<file path="src/rtl/lsu_pkg.sv">
// Shared definitions for the load/store unit: funct3 codes, FSM states and
// the pure lane-steering helpers used on the store and load paths.
package lsu_pkg;

    localparam logic [2:0] F3_B  = 3'b000;
    localparam logic [2:0] F3_H  = 3'b001;
    localparam logic [2:0] F3_W  = 3'b010;
    localparam logic [2:0] F3_BU = 3'b100;
    localparam logic [2:0] F3_HU = 3'b101;

    typedef enum logic [1:0] {
        S_IDLE,
        S_ISSUE,
        S_WAIT,
        S_RESP
    } lsu_state_e;

    // Byte-lane write strobe for a store of the given size at the given offset.
    function automatic logic [3:0] store_strobe(input logic [2:0] funct3,
                                                input logic [1:0] offset);
        logic [3:0] base;
        case (funct3)
            F3_B:    base = 4'b0001;
            F3_H:    base = 4'b0011;
            default: base = 4'b1111;
        endcase
        return (funct3 == F3_W) ? 4'b1111 : (base << offset);
    endfunction

    // Replicate right-aligned store data across every lane it could land in.
    function automatic logic [31:0] store_lanes(input logic [2:0]  funct3,
                                                input logic [31:0] wdata);
        case (funct3)
            F3_B:    return {4{wdata[7:0]}};
            F3_H:    return {2{wdata[15:0]}};
            default: return wdata;
        endcase
    endfunction

    // Right-align the addressed bytes of a RAM word and extend to 32 bits.
    function automatic logic [31:0] load_extend(input logic [2:0]  funct3,
                                                input logic [1:0]  offset,
                                                input logic [31:0] word);
        logic [31:0] shifted;
        shifted = word >> {offset, 3'b000};
        case (funct3)
            F3_B:    return {{24{shifted[7]}}, shifted[7:0]};
            F3_H:    return {{16{shifted[15]}}, shifted[15:0]};
            F3_BU:   return {24'h000000, shifted[7:0]};
            F3_HU:   return {16'h0000, shifted[15:0]};
            default: return shifted;
        endcase
    endfunction

endpackage

</file>
<file path="src/rtl/load_store_unit.sv">
// RV32I load/store unit: turns byte-addressed requests into word-addressed
// RAM commands, extracts load data and faults illegal accesses.
module load_store_unit
    import lsu_pkg::*;
#(
    parameter int unsigned WORD_ADDR_WIDTH = 11
) (
    input  logic                       clk,
    input  logic                       rst,
    input  logic                       clk_en,
    input  logic                       i_req_valid,
    output logic                       o_req_ready,
    input  logic                       i_req_write,
    input  logic [2:0]                 i_req_funct3,
    input  logic [31:0]                i_req_addr,
    input  logic [31:0]                i_req_wdata,
    output logic                       o_resp_valid,
    output logic [31:0]                o_resp_rdata,
    output logic                       o_resp_fault,
    output logic                       o_mem_read_enable,
    output logic [WORD_ADDR_WIDTH-1:0] o_mem_read_addr,
    input  logic [31:0]                i_mem_read_data,
    output logic [3:0]                 o_mem_write_enable,
    output logic [WORD_ADDR_WIDTH-1:0] o_mem_write_addr,
    output logic [31:0]                o_mem_write_data
);

    lsu_state_e                 state_q,  state_d;
    logic [WORD_ADDR_WIDTH-1:0] addr_q,   addr_d;
    logic [3:0]                 wstrb_q,  wstrb_d;
    logic [31:0]                wdata_q,  wdata_d;
    logic                       rd_en_q,  rd_en_d;
    logic [2:0]                 funct3_q, funct3_d;
    logic [1:0]                 offset_q, offset_d;
    logic [31:0]                rdata_q,  rdata_d;
    logic                       fault_q,  fault_d;

    logic accept;
    logic illegal_f3;
    logic misaligned;
    logic out_of_range;
    logic req_fault;

    // Classify the incoming request; any fault suppresses the RAM command.
    always_comb begin
        if (i_req_write) begin
            illegal_f3 = !(i_req_funct3 inside {F3_B, F3_H, F3_W});
        end else begin
            illegal_f3 = !(i_req_funct3 inside {F3_B, F3_H, F3_W, F3_BU, F3_HU});
        end
        misaligned   = ((i_req_funct3 == F3_H || i_req_funct3 == F3_HU) && i_req_addr[0])
                    || ((i_req_funct3 == F3_W) && (i_req_addr[1:0] != 2'b00));
        out_of_range = |(i_req_addr >> (WORD_ADDR_WIDTH + 2));
        req_fault    = illegal_f3 || misaligned || out_of_range;
    end

    assign o_req_ready = (state_q == S_IDLE) && clk_en;
    assign accept      = i_req_valid && o_req_ready;

    // Next-state, command capture and load extraction.
    always_comb begin
        state_d  = state_q;
        addr_d   = addr_q;
        wstrb_d  = wstrb_q;
        wdata_d  = wdata_q;
        rd_en_d  = rd_en_q;
        funct3_d = funct3_q;
        offset_d = offset_q;
        rdata_d  = rdata_q;
        fault_d  = fault_q;
        case (state_q)
            S_IDLE: begin
                if (accept) begin
                    funct3_d = i_req_funct3;
                    offset_d = i_req_addr[1:0];
                    rdata_d  = '0;
                    fault_d  = req_fault;
                    if (req_fault) begin
                        state_d = S_RESP;
                    end else begin
                        addr_d  = i_req_addr[WORD_ADDR_WIDTH+1:2];
                        rd_en_d = !i_req_write;
                        if (i_req_write) begin
                            wstrb_d = store_strobe(i_req_funct3, i_req_addr[1:0]);
                            wdata_d = store_lanes(i_req_funct3, i_req_wdata);
                        end else begin
                            wstrb_d = '0;
                        end
                        state_d = S_ISSUE;
                    end
                end
            end
            S_ISSUE: state_d = rd_en_q ? S_WAIT : S_RESP;
            S_WAIT: begin
                rdata_d = load_extend(funct3_q, offset_q, i_mem_read_data);
                state_d = S_RESP;
            end
            S_RESP:  state_d = S_IDLE;
            default: state_d = S_IDLE;
        endcase
    end

    // State and command/response registers; clk_en freezes everything.
    always_ff @(posedge clk) begin
        if (rst) begin
            state_q  <= S_IDLE;
            addr_q   <= '0;
            wstrb_q  <= '0;
            wdata_q  <= '0;
            rd_en_q  <= 1'b0;
            funct3_q <= '0;
            offset_q <= '0;
            rdata_q  <= '0;
            fault_q  <= 1'b0;
        end else if (clk_en) begin
            state_q  <= state_d;
            addr_q   <= addr_d;
            wstrb_q  <= wstrb_d;
            wdata_q  <= wdata_d;
            rd_en_q  <= rd_en_d;
            funct3_q <= funct3_d;
            offset_q <= offset_d;
            rdata_q  <= rdata_d;
            fault_q  <= fault_d;
        end
    end

    assign o_mem_read_enable  = (state_q == S_ISSUE) && rd_en_q;
    assign o_mem_write_enable = (state_q == S_ISSUE) ? wstrb_q : '0;
    assign o_mem_read_addr    = addr_q;
    assign o_mem_write_addr   = addr_q;
    assign o_mem_write_data   = wdata_q;

    assign o_resp_valid = (state_q == S_RESP);
    assign o_resp_rdata = rdata_q;
    assign o_resp_fault = fault_q;

endmodule

</file>
<file path="config.mk">
export PLATFORM = sky130hd
export DESIGN_NAME = load_store_unit
export DESIGN_NICKNAME = d
export VERILOG_FILES = /design/src/rtl/lsu_pkg.sv /design/src/rtl/load_store_unit.sv
export SDC_FILE = /design/constraint.sdc
export NUM_CORES = 1
export LEC_CHECK = 0
export BUFFER_PORTS_ARGS = -buffer_cell sky130_fd_sc_hd__buf_2
export CAP_MARGIN = 20
export CORE_MARGIN = 2
export CORE_UTILIZATION = 49
export DETAILED_ROUTE_END_ITERATION = 10
export PLACE_DENSITY = 0.77
export SETUP_SLACK_MARGIN = 0.05
export SYNTH_ARGS = -nofsm -noshare
export SYNTH_HDL_FRONTEND = slang
export SYNTH_SLANG_ARGS = --single-unit
</file>
<file path="constraint.sdc">
create_clock -name clk -period 2.4 [get_ports clk]
set_input_delay 0.48 -clock clk [delete_from_list [all_inputs] [get_ports clk]]
set_output_delay 0.48 -clock clk [all_outputs]
set_load 0.01 [all_outputs]
</file>
---- Yosys cells after proc, flatten, opt, wreduce, memory -nomap -nowiden ----
Cells that the tools add are included.
operators by class
  shift-type cells ........................ 2
  add/subtract/negate cells ............... 0
  magnitude comparators ................... 0
  muxes and demuxes ....................... 17
  bitwise gates (word level) .............. 1
  div/mod/pow operators ................... 0
  reductions and logical operators ........ 25
  multipliers ............................. 0
  equal/unequal tests ..................... 11
operators by type and width
  cell                  number
  $pmux W32 S2          2
  $pmux W32 S4          1
  $mux W32              1
  $shr A32 B5 Y32       1
  $mux W4               7
  $reduce_or A19 Y1     1
  $eq A3 B3 Y1 const B  4
  $pmux W2 S4           1
  $pmux W4 S2           1
  $eq A3 B1 Y1 const B  2
  $logic_not A3 Y1      2
  $reduce_and A3 Y1     2
  $logic_and A1 B1 Y1   5
  $reduce_and A5 Y1     1
  $reduce_bool A5 Y1    1
  $eq A2 B2 Y1 const B  2
  $logic_or A1 B1 Y1    4
  $mux W2               2
  $reduce_and A4 Y1     1
  $reduce_bool A2 Y1    2
  $shl A4 B2 Y4         1
  $eq A3 B2 Y1 const B  1
  $logic_not A1 Y1      3
  $reduce_bool A3 Y1    1
  other kinds (6)       7
storage, ports and cells
  RAM bits ................................ 0
  output and inout port bits .............. 94
  bits in read-only memories .............. 0
  memories kept ........................... 0
  bits in registers ....................... 88
  logic and storage cells ................. 65
  bits in latches ......................... 0

---- Depth between registers and ports, before layout ----
Gate-level depths: netlist of run 1.
  depth in word-level cells ............... 12
  depth in mapped cells ................... 9
  mapped depth without buffers ............ 6

---- Worst setup path before layout of run 1 ----
OpenSTA, ideal clock, no wires.
  path kind ............................... input port to flip-flop
  start point ............................. input port i_req_funct3[0]
  end point ............................... register wdata_q[15], in the netlist o_mem_write_data[15]
  path slack .............................. 388 ps
  data required time ...................... 2279 ps
  cell stages on the path ................. 6
  arrival ................................. 1891 ps
  path through ............................ buf_2 or3b_4 o211a_1 nand3_4 buf_8 mux2_4
between the ends
  cells in the longest elaborated chain, start to end .. 8
RTL lines
  element                                        line                                          RTL
  from (decl)                                    load_store_unit.sv:14                         input logic [2:0] i_req_funct3,
  $eq A3 B1 Y1 (tied with other cells)           n/a
  $reduce_bool A5 Y1 (tied with other cells)     load_store_unit.sv:49                         illegal_f3 = !(i_req_funct3 inside {F3_B, F3_H, F3_W, F3_BU, F3_HU});
  $logic_not A1 Y1 (tied with other cells)       load_store_unit.sv:49
  $mux W1 or $logic_or A1 B1 Y1 (tied branches)  load_store_unit.sv:46, load_store_unit.sv:52
  $logic_or A1 B1 Y1 (2 in a row)                load_store_unit.sv:54                         req_fault = illegal_f3 || misaligned || out_of_range;
  $not A1 Y1 (no line)                           n/a
  $reduce_and A5 Y1 (no line)                    n/a
  to (signal assigned)                           load_store_unit.sv:119                        wdata_q <= wdata_d;
  to (decl)                                      load_store_unit.sv:31                         logic [31:0] wdata_q, wdata_d;
Several ways; a longest one is shown, not always the timed one.
A chain may end at the register's enable or synchronous reset.

---- Final worst setup path of run 1 ----
  start point ............................. register state_q[0]
  end point ............................... register wdata_q[15], in the netlist o_mem_write_data[15]
between the ends
  cells in the longest elaborated chain, start to end .. 4
RTL lines
  element                        line                                          RTL
  from (decl)                    load_store_unit.sv:28                         lsu_state_e state_q, state_d;
  from (signal assigned)         load_store_unit.sv:116                        state_q <= state_d;
  $logic_not A2 Y1 *             load_store_unit.sv:57, load_store_unit.sv:71
  $logic_and A1 B1 Y1            load_store_unit.sv:57                         assign o_req_ready = (state_q == S_IDLE) && clk_en;
  $logic_and A1 B1 Y1            load_store_unit.sv:58                         assign accept = i_req_valid && o_req_ready;
  $reduce_and A5 Y1 (no line) *  n/a
Every way passes the cells marked *; elsewhere a longest branch is shown, timed or not.

==> impl_metrics.yaml, run 1 <==
timing:
  relSlewSlack_pct: 35.5
  tightest_slew_ns: 0.968
  min_period_over_period_pct: 92.1
  fin_skew_ns: 0.0118
  fin_tns_setup_ns: 0
  hold_viol: 0
  post-route-min-period_ns: 2.21
  setup_viol_count_final: 0
  finalMaxSlewViolations: 0
  rsz0062_at_grt: "no"
  fmax_mhz: 452
global_routing:
  grt-busiest-layer: "met2"
  grt_max_degree: 94
  grt_util_met3_pct: 4.81
  grt_overflow: 0
  grt_pass1_vias: 4555
  grt_pass1_wl_microns: 22200
  grt_usage_pct: 26.7
  met2_usage_pct: 43.8
  antenna_found_initial: 0
  gr-usage-met1_pct: 34.5
layout:
  post_route_cells_drive_above_1_share_pct: 38.0
  regArea_sq_mm: 0.00176
  multi_input_area_sq_mm: 0.00269
  fill_cells: 876
  final_cell_area_sq_mm: 0.00599
  area_growth_syn_to_layout_pct: 24.9
  final_net_count: 809
  antenna_cells: 0
clocking:
  cts_buffers: 9
  h-tree-depth: 3
  clock_path_buffers: 2
  cts-root-buf: "clkbuf_8"
  cts_tree: "built"
  post_cts_buffers: 0
  clkSinkCount: 88
  path_clk_slew_ns: 0.09
  clk_latency_ns: 0.36
  cts_hold_buf: 0
floorplan:
  die_w_microns: 103
  core_sq_mm: 0.00964
  die_area_sq_mm: 0.0106
  core.rowCount: 36
  start_util_pct: 49.8
  fp.dieH_microns: 103
  io-pin-count: 198
route:
  drtPass1Iterations: 5
  vias_per_cell: 5.88
  wl_per_cell_microns: 17.4
  drtAntennaViolNets: 0
  drc_errors: 0
  routed_wirelength_microns: 14600
  drtIter0Drc: 266
  route.vias.total: 4929
pwr:
  finalPower_w: 0.00333
  cellLeakagePower_nw: 2.61
  switchingPower_w: 0.000985
  p_seq_share_pct: 46.0
  peakVddDrop_uv: 259
  p_sw_share_pct: 29.6
  powerDensity_mw_per_mm2: 555
  clkPwrFrac_pct: 35.6
  internal_power_w: 0.00234
  p_comb_share_pct: 18.4
placement:
  hpwl_microns: 10900
  placed_area_sq_mm: 0.00576
  port_buffers: 197
  gp_congestion: 0.880
critical_path:
  start_kind: "flop"
  cp.arrival_ns: 2.45
  critPathMaxStageDelay_ns: 0.42
  crit_type: "reg -> reg"
  cp-end-kind: "flop"
  crit_required_ns: 2.64
  path_max_fanout: 27
  crit_chain: "inv_1, ha_1, and3_1, and4_1, nand3_4, mux2_4"
  cpMaxStageDelayCell: "mux2_4"
logic_synthesis:
  yosysWarnings: 0
  synth_edf_count: 0
  ys.flop_type: "dfxtp_1"
  yosysMostFrequentCell: "dfxtp_1"
  async_reset_ff_share_pct: 0
  netlist_area_sq_mm: 0.00480
  synth_compound_area_share_pct: 24.4
  post-synth-top-area-fraction_pct: 36.7
  yosys.area_share.simple_pct: 16.2
  yosysUniqueCellTypes: 53
  yosysSeqAreaShare_pct: 36.7
  synth_top_family_by_area: "compound AO/OA/AOI/OAI gates"
  syn_nets: 645
  synth_xor_area_share_pct: 0
  netlist_instances: 536
  yosys.area.top_type: "dfxtp_1"
  synth_seq_cells: 88
  yosys-mux-area-fraction_pct: 14.1
  synth_area_leaders: "dfxtp_1 37%, mux2i_1 7.5%, a21oi_1 5.1%, o31ai_1 4.4%, mux2_2 3.3%"
  synth_area_per_cell_sq_um: 8.95
  synthTopCellsByCount: "88 x dfxtp_1, 49 x a21oi_1, 41 x nand2_1"
  yosys.area_share.adder_pct: 1.30
min_path:
  worstHoldPathType: "in -> reg"
job:
  drv_cap: 0
run_status:
  status: "completed"
## logic make-up (layout without fill, tap and decap cells)
kind of cell,count (synthesis),after routing
AO/OA/AOI/OAI,175,175
AND/OR/NAND/NOR,140,140
flip-flops,88,88
buffers and inverters,68,237
multiplexers,60,60
adder cells (fa/ha/maj),5,5
## layer usage
| layer | wire, microns | vias up |
|---|---|---|
| li1 | - | 2334 |
| met1 | 6180 | 2309 |
| met2 | 6890 | 250 |
| met3 | 1120 | 36 |
| met4 | 433 | 0 |
| met5 | 0 | - |
## layout by cell type, fill, tap and decap left out, types with 8 or more instances in the layout
master / count
a21oi_1: 49
a22oi_1: 8
o2bb2ai_1: 15
mux2_4: 9
a2bb2oi_1: 8
nand4_1: 24
mux2_2: 14
o311ai_0: 8
mux2i_1: 36
nand3_1: 12
nand2_1: 41
buf_2: 197
nor2b_1: 19
buf_4: 19
o31ai_1: 28
nor2_1: 11
dfxtp_1: 88
o22ai_1: 16
o21ai_0: 22
o211ai_1: 10
clkbuf_8: 9
## power groups by stage
stage	registers, W	logic (W)	clock network (W)
finish	0.00153	0.000613	0.00118
detailed placement	0.00156	0.000600	0
global placement	0.00156	0.000586	0
floorplan	0.00157	0.000355	0
global route	0.00154	0.000668	0.00127
CTS	0.00153	0.000606	0.00120
## worst max-delay path: cells and delay by family (launching register included)
| kind | cells | cell delay (ns) |
|---|---|---|
| DFF | 1 | 0.34 |
| and+or+nand+nor | 3 | 0.95 |
| muxes | 1 | 0.42 |
| buffers and inverters | 1 | 0.14 |
| adders and majority gates | 1 | 0.23 |
## path summary, 6_finish.rpt
check                                            to               startpoint  slack (ns)  cells past startpoint
setup / recovery  o_mem_write_data[15]$_SDFFE_PP0P_  state_q[0]$_SDFFE_PP0P_        0.19                      6
hold / removal      o_mem_read_addr[0]$_SDFFE_PP0P_            i_req_addr[2]        0.37                      3
setup reg to reg  o_mem_write_data[15]$_SDFFE_PP0P_  state_q[0]$_SDFFE_PP0P_        0.19                      6
hold reg to reg             wstrb_q[0]$_SDFFE_PP0P_  wstrb_q[0]$_SDFFE_PP0P_        0.47                      2
## stage by stage
| stage | cells | hold slack (ns) | util [%] | setup WS (ns) |
|---|---|---|---|---|
| 2_1_floorplan | 536 | 0.430 | - | 0.388 |
| 3_3_place_gp | 822 | 0.440 | 59.8 | 0.122 |
| 3_5_place_dp | 822 | 0.451 | 59.8 | 0.0824 |
| 4_1_cts | 838 | 0.354 | 62.1 | 0.115 |
| 5_1_grt | 838 | 0.358 | 62.2 | 0.0558 |
| 6_report | 838 | 0.374 | 62.2 | 0.190 |
## what timing repair did
item | CTS | global route
endpoints found under the setup margin | 0 | 16
resized for setup | 0 | 1
hold endpoints to repair | 0 | 0
## flip-flops by register name, summed over array words and instances (netlist names)
| register | flops |
|---|---|
| offset_q | 2 |
| o_resp_rdata | 32 |
| rd_en_q | 1 |
| funct3_q | 3 |
| wstrb_q | 4 |
| o_resp_fault | 1 |
| state_q | 2 |
| o_mem_read_addr | 11 |
| o_mem_write_data | 32 |
## final cells by class
type,count,area share (%)
timing repair buffer,216,18.8
inverter,5,0.313
clock inverter,7,1.67
sequential,88,29.4
multi-input combinational,380,44.9
tap,133,2.78
clock buffer,9,2.07
No activity file was read; power rests on OpenSTA's default activity.
==> inputs of run 2 (changes only) <==
==> constraint.sdc (replaced) <==
create_clock -name clk -period 2.1 [get_ports clk]
set_input_delay 0.42 -clock clk [delete_from_list [all_inputs] [get_ports clk]]
set_output_delay 0.42 -clock clk [all_outputs]
set_load 0.01 [all_outputs]
==> impl_metrics.yaml, run 2 (synthesis gave the netlist of run 1 again) <==
critical_path:
  reg2reg_from: "state_q[1]$_SDFFE_PP0P_"
  path_max_fanout: 11
  cp-end-kind: "flop"
  rr_worst_depth: 7
  cpMaxStageDelayCell: "dfxtp_1"
  start_kind: "flop"
  timing.rr.end: "o_mem_write_data[20]$_SDFFE_PP0P_"
  crit_chain: "inv_1, ha_1, and3_1, and4_1, nand3_4, buf_12, mux2_4"
  crit_required_ns: 2.35
  cp.arrival_ns: 2.18
  rrSetupSlack_ns: 0.17
  crit_type: "reg -> reg"
  critPathMaxStageDelay_ns: 0.32
pwr:
  switchingPower_w: 0.00112
  peakVddDrop_uv: 460
  cellLeakagePower_nw: 2.70
  p_comb_share_pct: 20.2
  p_sw_share_pct: 30.3
  clkPwrFrac_pct: 32.6
  p_seq_share_pct: 47.2
  powerDensity_mw_per_mm2: 601
  internal_power_w: 0.00257
clocking:
  clk_latency_ns: 0.36
  clock_path_buffers: 2
  path_clk_slew_ns: 0.09
  clkSinkCount: 88
  h-tree-depth: 3
  cts_buffers: 9
  cts_tree: "built"
  cts-root-buf: "clkbuf_8"
placement:
  placed_area_sq_mm: 0.00590
  hpwl_microns: 11100
  port_buffers: 197
  gp_congestion: 0.869
route:
  drc_errors: 0
  vias_per_cell: 5.84
  routed_wirelength_microns: 15100
  route.vias.total: 5001
  drtAntennaViolNets: 0
  drtIter0Drc: 280
  wl_per_cell_microns: 17.6
  drtPass1Iterations: 5
floorplan:
  core.rowCount: 36
  fp.dieH_microns: 103
  die_w_microns: 103
  io-pin-count: 198
  die_area_sq_mm: 0.0106
  core_sq_mm: 0.00964
  start_util_pct: 49.8
timing:
  min_period_over_period_pct: 92.0
  hold_viol: 0
  setup_viol_count_final: 0
  fmax_mhz: 518
  rsz0062_at_grt: "no"
  finalMaxSlewViolations: 0
  fin_skew_ns: 0.0124
  relSlewSlack_pct: 64.4
  post-route-min-period_ns: 1.93
  tightest_slew_ns: 0.532
global_routing:
  grt_pass1_wl_microns: 22900
  grt_usage_pct: 27.5
  grt_pass1_vias: 4674
  antenna_found_initial: 0
  grt_overflow: 0
  grt_max_degree: 94
layout:
  utilization_pct: 63.8
  mostFrequentLayoutCell: "buf_2"
  final_net_count: 827
  mostFrequentLayoutCells: "197 x buf_2, 88 x dfxtp_1, 49 x a21oi_1"
  antenna_cells: 0
  final_cell_area_sq_mm: 0.00615
  area_growth_syn_to_layout_pct: 28.3
  post_route_cells_drive_above_1_share_pct: 39.4
run_status:
  status: "completed"
min_path:
  hold_start: "i_req_addr[12]"
  worstHoldPathType: "in -> reg"
  min_to: "o_mem_read_addr[10]$_SDFFE_PP0P_"
  whs_path_depth: 3
job:
  drv_cap: 0
==> run 2: repair_timing <==
item,4_1_cts,5_1_grt
gates resized for setup,1,1
setup buffers,2,1
hold buffers,0,0
endpoints found under the setup margin,12,24
hold endpoints to repair,0,0
pin swaps,1,1
==> run 2: metal layers <==
metal,up-vias,GRT usage [%],wire length (microns)
met5,-,0,0
met4,0,12.1,413
met3,32,3.53,1100
met2,250,45.9,7330
met1,2351,35.5,6260
li1,2368,-,-
==> run 2: power by group through the flow <==
| stage | clock (W) | sequential [W] | combinational, W |
|---|---|---|---|
| 2_1_floorplan | 0 | 0.00179 | 0.000406 |
| 4_1_cts | 0.00122 | 0.00174 | 0.000730 |
| 3_3_place_gp | 0 | 0.00178 | 0.000704 |
| 3_5_place_dp | 0 | 0.00178 | 0.000723 |
| 6_report | 0.00121 | 0.00174 | 0.000745 |
| 5_1_grt | 0.00128 | 0.00175 | 0.000805 |
==> run 2: layout make-up <==
class	instances	area (sq um)
Multi-Input combinational cell	380	2700
Sequential cell	88	1760
Clock inverter	6	67.6
Inverter	5	18.8
Tap cell	133	166
Timing Repair Buffer	234	1310
Clock buffer	10	128
Fill cell	838	3480
==> run 2: how the worst max path moves through the flow <==
stage | startpoint | to | slack [ns] | cells past startpoint
after floorplan | i_req_funct3[0] | o_mem_write_data[15]$_SDFFE_PP0P_ | 0.15 | 6
after global placement | i_req_addr[13] | wstrb_q[1]$_SDFFE_PP0P_ | -0.02 | 7
after detailed placement | i_req_addr[18] | o_mem_write_data[30]$_SDFFE_PP0P_ | -0.13 | 7
after CTS | state_q[1]$_SDFFE_PP0P_ | o_resp_rdata[15]$_SDFFE_PP0P_ | 0.13 | 6
after global routing | state_q[1]$_SDFFE_PP0P_ | o_mem_write_data[28]$_SDFFE_PP0P_ | 0.07 | 7
final | state_q[1]$_SDFFE_PP0P_ | o_mem_write_data[20]$_SDFFE_PP0P_ | 0.17 | 7
==> run 2: critical path, delay by kind of cell, from the launching register on <==
family                     cells  cell delay, ns
adders and majority gates      1            0.21
muxes                          1            0.30
DFF                            1            0.32
and+or+nand+nor                3            0.72
buffers and inverters          2            0.27
==> run 2: per-stage QoR <==
step	setup TNS, ns	power (W)	cells	setup WS, ns	hold WS (ns)
2_1_floorplan	0	0.00220	536	0.148	0.430
3_3_place_gp	-0.0508	0.00248	837	-0.0210	0.441
3_5_place_dp	-0.790	0.00251	837	-0.129	0.448
4_1_cts	0	0.00370	855	0.129	0.299
5_1_grt	0	0.00384	856	0.0684	0.313
6_report	0	0.00370	856	0.169	0.313
